### src/rtl/result_commit.sv
// Result commit stage: routes an accepted ALU result to the GPR file, the PC or a RAM store.
// Optional store acknowledge timeout is built when STORE_TIMEOUT_EN is defined.
module result_commit #(
  parameter int unsigned DATA_W      = 32,
  parameter int unsigned REG_AW      = 4,
  parameter int unsigned TIMEOUT_CYC = 255
) (
  input  logic              clk_i,
  input  logic              rst_i,
  input  logic              in_valid_i,
  output logic              in_ready_o,
  input  logic              store_i,
  input  logic              branch_i,
  input  logic              writeback_i,
  input  logic [DATA_W-1:0] alu_bus_i,
  input  logic [REG_AW-1:0] rd_addr_i,
  input  logic [DATA_W-1:0] mem_addr_i,
  output logic              gpr_we_o,
  output logic [REG_AW-1:0] gpr_waddr_o,
  output logic [DATA_W-1:0] gpr_wdata_o,
  output logic              pc_load_o,
  output logic [DATA_W-1:0] pc_value_o,
  output logic              mem_req_o,
  output logic [DATA_W-1:0] mem_waddr_o,
  output logic [DATA_W-1:0] mem_wdata_o,
  input  logic              mem_ack_i,
  output logic              commit_done_o,
  output logic              illegal_sel_o,
  output logic              store_timeout_o
);

  typedef enum logic [0:0] {StIdle, StStoreWait} state_e;

  state_e state_q, state_d;

  logic              gpr_we_q, gpr_we_d;
  logic [REG_AW-1:0] gpr_waddr_q, gpr_waddr_d;
  logic [DATA_W-1:0] gpr_wdata_q, gpr_wdata_d;
  logic              pc_load_q, pc_load_d;
  logic [DATA_W-1:0] pc_value_q, pc_value_d;
  logic              mem_req_q, mem_req_d;
  logic [DATA_W-1:0] mem_waddr_q, mem_waddr_d;
  logic [DATA_W-1:0] mem_wdata_q, mem_wdata_d;
  logic              commit_done_q, commit_done_d;
  logic              illegal_sel_q, illegal_sel_d;

  logic       xfer;
  logic [2:0] sel;

`ifdef STORE_TIMEOUT_EN
  localparam int unsigned CntW = $clog2(TIMEOUT_CYC + 1);
  localparam logic [CntW-1:0] CntLast = CntW'(TIMEOUT_CYC - 1);

  logic [CntW-1:0] cnt_q, cnt_d;
  logic            timeout_q, timeout_d;
`endif

  assign in_ready_o = (state_q == StIdle);
  assign xfer       = in_valid_i & in_ready_o;
  assign sel        = {store_i, branch_i, writeback_i};

  always_comb begin
    state_d       = state_q;
    gpr_we_d      = 1'b0;
    gpr_waddr_d   = gpr_waddr_q;
    gpr_wdata_d   = gpr_wdata_q;
    pc_load_d     = 1'b0;
    pc_value_d    = pc_value_q;
    mem_req_d     = mem_req_q;
    mem_waddr_d   = mem_waddr_q;
    mem_wdata_d   = mem_wdata_q;
    commit_done_d = 1'b0;
    illegal_sel_d = 1'b0;
`ifdef STORE_TIMEOUT_EN
    cnt_d         = cnt_q;
    timeout_d     = 1'b0;
`endif

    case (state_q)
      StIdle: begin
        if (xfer) begin
          unique case (sel)
            3'b001: begin
              gpr_we_d      = 1'b1;
              gpr_waddr_d   = rd_addr_i;
              gpr_wdata_d   = alu_bus_i;
              commit_done_d = 1'b1;
            end
            3'b010: begin
              pc_load_d     = 1'b1;
              pc_value_d    = alu_bus_i;
              commit_done_d = 1'b1;
            end
            3'b100: begin
              state_d     = StStoreWait;
              mem_req_d   = 1'b1;
              mem_waddr_d = mem_addr_i;
              mem_wdata_d = alu_bus_i;
`ifdef STORE_TIMEOUT_EN
              cnt_d       = '0;
`endif
            end
            default: illegal_sel_d = 1'b1;
          endcase
        end
      end
      StStoreWait: begin
        if (mem_req_q && mem_ack_i) begin
          state_d       = StIdle;
          mem_req_d     = 1'b0;
          commit_done_d = 1'b1;
`ifdef STORE_TIMEOUT_EN
        end else if (cnt_q == CntLast) begin
          // Acknowledge wins over a timeout landing on the same cycle.
          state_d   = StIdle;
          mem_req_d = 1'b0;
          timeout_d = 1'b1;
        end else begin
          cnt_d = cnt_q + CntW'(1);
`endif
        end
      end
      default: state_d = StIdle;
    endcase
  end

  always_ff @(posedge clk_i) begin
    if (rst_i) begin
      state_q       <= StIdle;
      gpr_we_q      <= 1'b0;
      gpr_waddr_q   <= '0;
      gpr_wdata_q   <= '0;
      pc_load_q     <= 1'b0;
      pc_value_q    <= '0;
      mem_req_q     <= 1'b0;
      mem_waddr_q   <= '0;
      mem_wdata_q   <= '0;
      commit_done_q <= 1'b0;
      illegal_sel_q <= 1'b0;
`ifdef STORE_TIMEOUT_EN
      cnt_q         <= '0;
      timeout_q     <= 1'b0;
`endif
    end else begin
      state_q       <= state_d;
      gpr_we_q      <= gpr_we_d;
      gpr_waddr_q   <= gpr_waddr_d;
      gpr_wdata_q   <= gpr_wdata_d;
      pc_load_q     <= pc_load_d;
      pc_value_q    <= pc_value_d;
      mem_req_q     <= mem_req_d;
      mem_waddr_q   <= mem_waddr_d;
      mem_wdata_q   <= mem_wdata_d;
      commit_done_q <= commit_done_d;
      illegal_sel_q <= illegal_sel_d;
`ifdef STORE_TIMEOUT_EN
      cnt_q         <= cnt_d;
      timeout_q     <= timeout_d;
`endif
    end
  end

  assign gpr_we_o      = gpr_we_q;
  assign gpr_waddr_o   = gpr_waddr_q;
  assign gpr_wdata_o   = gpr_wdata_q;
  assign pc_load_o     = pc_load_q;
  assign pc_value_o    = pc_value_q;
  assign mem_req_o     = mem_req_q;
  assign mem_waddr_o   = mem_waddr_q;
  assign mem_wdata_o   = mem_wdata_q;
  assign commit_done_o = commit_done_q;
  assign illegal_sel_o = illegal_sel_q;

`ifdef STORE_TIMEOUT_EN
  assign store_timeout_o = timeout_q;
`else
  // TIMEOUT_CYC only matters with the timeout built; the output is constant 0 here.
  assign store_timeout_o = 1'b0 & (TIMEOUT_CYC != 0);
`endif

endmodule

### config.mk
export PLATFORM = sky130hd
export DESIGN_NAME = result_commit
export DESIGN_NICKNAME = d
export VERILOG_FILES = /design/src/rtl/result_commit.sv
export SDC_FILE = /design/constraint.sdc
export NUM_CORES = 1
export LEC_CHECK = 0
export BUFFER_PORTS_ARGS = -buffer_cell sky130_fd_sc_hd__buf_2
export CAP_MARGIN = 40
export CORE_UTILIZATION = 55
export CTS_BUF_LIST = sky130_fd_sc_hd__clkbuf_4 sky130_fd_sc_hd__clkbuf_8
export CTS_CLUSTER_DIAMETER = 60
export DETAILED_ROUTE_END_ITERATION = 10
export HOLD_SLACK_MARGIN = 0.05
export PLACE_DENSITY = 0.88
export SLEW_MARGIN = 0
export SYNTH_ARGS = -nofsm -noshare
export SYNTH_HDL_FRONTEND = slang
export SYNTH_SLANG_ARGS = --single-unit
### constraint.sdc
create_clock -name clk_i -period 3.8 [get_ports clk_i]
set_input_delay 1.14 -clock clk_i [delete_from_list [all_inputs] [get_ports clk_i]]
set_output_delay 1.14 -clock clk_i [all_outputs]
set_load 0.005 [all_outputs]
==> flow_metrics.py <==
metrics = {
    "die": {
        "dieWidth_um": 104.4,
        "dieArea_um2": 10900,
        "num_rows": 37,
        "die_height_um": 104.4,
        "core_area_um2": 10230,
        "initial_core_util_pct": 56.39,
        "io_pins": 214,
    },
    "synth": {
        "synth-edff-count": 0,
        "synth.top_cell.area_share_pct": 47.89,
        "ys.flop_type": "sky130_fd_sc_hd__dfxtp_1",
        "ys_top_cells_by_area": "sky130_fd_sc_hd__dfxtp_1 48%, sky130_fd_sc_hd__mux2i_1 23%, sky130_fd_sc_hd__nand2b_1 22%, sky130_fd_sc_hd__clkbuf_1 1.6%, sky130_fd_sc_hd__buf_6 1.4%",
        "postSynthAreaPerCell_um2": 10.76,
        "async_reset_ff_share_pct": 0,
        "mappedNetlistArea_um2": 5769,
        "syn_nets": 611,
        "synth.ff_latch_count": 138,
        "fraction_of_the_yosys_area_taken_by_sequential_cells_pct": 47.89,
        "post-synth-top-count-cell": "sky130_fd_sc_hd__nand2b_1",
        "netlist_instances": 536,
        "synth-warning-count": 0,
        "synth_cell_types": 23,
        "post_synth_most_frequent_cells": "200 x sky130_fd_sc_hd__nand2b_1, 138 x sky130_fd_sc_hd__dfxtp_1, 132 x sky130_fd_sc_hd__mux2i_1",
        "synthDominantAreaCellType": "sky130_fd_sc_hd__dfxtp_1",
    },
    "clocking": {
        "cts_hold_buffers": 0,
        "post_cts.resized_instances": 0,
        "cts.sink_count": 138,
        "worst_skew_pair.late_latency_ns": 0.43,
        "cts_inserted_buffers": 17,
        "cts_setup_buffers": 0,
        "cts.reportedPaths.clkPinSlew_ns": 0.08,
        "cts_tree": "built",
        "cts-root-to-sink-buffers": 2,
        "cts-root-buf": "sky130_fd_sc_hd__clkbuf_8",
        "h_tree_depth": 4,
    },
    "worst_setup_path": {
        "worst_ep_required_time_ns": 4.16,
        "cp-end-kind": "register",
        "critical_path.reg2reg.endpoint": "mem_wdata_o[6]",
        "r2r_start": "state_q",
        "critical_path_arrival_ns": 2.77,
        "worst_r2r_path_depth": 4,
        "crit_type": "in2reg",
        "critPathLaunchType": "input port",
        "ff2ff_setup_slack_ns": 1.85,
        "critical_path.max_fanout": 27,
    },
    "layout": {
        "nNetsFinal": 807,
        "area_delta_synth_final_pct": 26.57,
        "num_antenna_cells": 0,
        "share_of_post_route_cells_with_drive_strength_above_1_pct": 34.09,
        "postLayoutCellArea_um2": 7302,
        "n_fill_cell": 740,
    },
    "outcome": {
        "run_status": "finished clean",
    },
    "pwr": {
        "ir_drop_mv": 0.3084,
        "power_switching_uw": 715.3,
        "combinationalPowerShare_pct": 7.5,
        "pwr-share-seq_pct": 47.4,
        "p_leak_nw": 3.605,
        "power_per_cell_area_nw_per_um2": 431.6,
        "p_total_mw": 3.152,
        "cell_internal_pwr_mw": 2.437,
        "netSwitchingFraction_pct": 22.69,
        "clockPowerShare_pct": 45.1,
    },
    "sta": {
        "rsz_0062_raised_after_global_routing": "no",
        "timing.slew.headroom_pct": 52.97,
        "setup-violations-final": 0,
        "hold_slack_ns": 0.4704,
        "tightestPinTransition_ns": 0.7054,
        "period_minus_slack_ns": 2.409,
        "layout_setup_ws_ns": 1.391,
        "finalSetupTns_ns": 0,
        "fmaxAchievable_ghz": 0.4152,
        "finalHoldViolations": 0,
        "timing.clock.skew_ns": 0.008667,
        "share_of_the_cycle_needed_by_the_critical_path_after_routing_pct": 63.39,
        "slew_violations": 0,
    },
    "global_routing": {
        "grt_max_degree": 98,
        "vias_in_the_first_global_route": 4434,
        "track_usage_pct": 24.80,
        "globalRoute.totalOverflow": 0,
        "grt_pass1_wl_um": 21370,
        "antenna_violations_before_repair": 0,
    },
    "route": {
        "vias": 4390,
        "post_drt_via_cell_ratio": 4.983,
        "antenna_violating_nets_left": 0,
        "drt_pre_antenna_iters": 5,
        "drt_iter0_markers": 192,
        "detail_route.wirelength_um": 13400,
        "detail_route.wl_per_cell_um": 15.21,
        "drt_drc_violations_left": 0,
    },
    "placement": {
        "detailedPlace.worstSlack_ns": 0.9758,
        "detailed_place.area_um2": 6824,
        "place.gp.congestion": 0.8422,
        "dp_hpwl_um": 9264,
        "port_buffers": 212,
    },
    "worst_hold_path": {
        "worstHoldEndpoint": "mem_wdata_o[31]",
        "min-delay-path-class": "reg2reg",
        "hold_path_depth": 2,
        "worstHoldStart": "mem_wdata_o[31]",
    },
    "flow_run": {
        "maxCapViolations": 0,
    },
}
how the worst max path moves through the flow:
stage	from	end	slack, ns	cells after the start
after floorplan	branch_i	mem_waddr_o[10]	1.64	5
after global placement	branch_i	mem_waddr_o[27]	0.95	4
after detailed placement	branch_i	mem_wdata_o[6]	0.98	5
after CTS	branch_i	mem_wdata_o[4]	1.41	5
after global routing	branch_i	mem_wdata_o[6]	1.32	5
final	branch_i	mem_wdata_o[6]	1.39	5
power groups by stage:
stage | clock (mW) | sequential, mW | combinational, mW
floorplan | 0 | 1.53 | 0.139
global placement | 0 | 1.53 | 0.228
detailed placement | 0 | 1.53 | 0.237
CTS | 1.44 | 1.49 | 0.238
global route | 1.50 | 1.50 | 0.258
finish | 1.42 | 1.49 | 0.237
state kept, by name, summed over array words and instances (netlist names):
register	cells
commit_done_o	1
gpr_waddr_o	4
gpr_wdata_o	32
gpr_we_o	1
illegal_sel_o	1
mem_req_o	1
mem_waddr_o	32
mem_wdata_o	32
pc_load_o	1
pc_value_o	32
state_q	1
cells in the final DEF (no fill, tap or decap), drive strengths merged, types with 2 or more instances in the layout:
master,instances
a21oi,2
buf,219
nand2,4
dfxtp,138
nand3b,2
and3b,2
inv,5
bufinv,5
nand2b,201
nor2,4
clkbuf,20
clkinvlp,2
mux2i,132
layout make-up:
type / instances / area (um^2) / area share [%]
flip-flops and latches: 138 / 2763 / 37.83
multi-input cells: 355 / 2734 / 37.44
repair buffers: 219 / 1154 / 15.80
clock inverters: 12 / 209.0 / 2.862
clock buffers: 20 / 269.0 / 3.684
well taps: 136 / 170.2 / 2.330
inverters: 1 / 3.754 / 0.05141
through the flow:
stage	util, %	std cells
after CTS	71.37	881
after detailed placement	66.70	849
final	71.37	881
after global placement	66.50	848
after floorplan	-	536
after global routing	71.37	881
kinds of logic after synthesis:
| group | share of synthesized area [%] |
|---|---|
| AO/OA/AOI/OAI | 0.4338 |
| XOR/XNOR | 0.1518 |
| buffers and inverters | 4.901 |
| flip-flops | 47.89 |
| multiplexers | 22.90 |
| other | 0.06500 |
| AND/OR/NAND/NOR | 23.66 |
layer usage:
metal | wire [um] | global-route usage, %
met1 | 5673 | 28.43
met2 | 6580 | 42.57
met3 | 1012 | 8.083
met4 | 136 | 9.694
met5 | 0 | 0
worst max-delay path: stages:
cell	delay, ns
sky130_fd_sc_hd__buf_2	0.13
sky130_fd_sc_hd__nor3b_1	0.41
sky130_fd_sc_hd__nand3b_1	0.51
sky130_fd_sc_hd__buf_12	0.36
sky130_fd_sc_hd__mux2i_1	0.20
(Power assumes the default switching activity.)
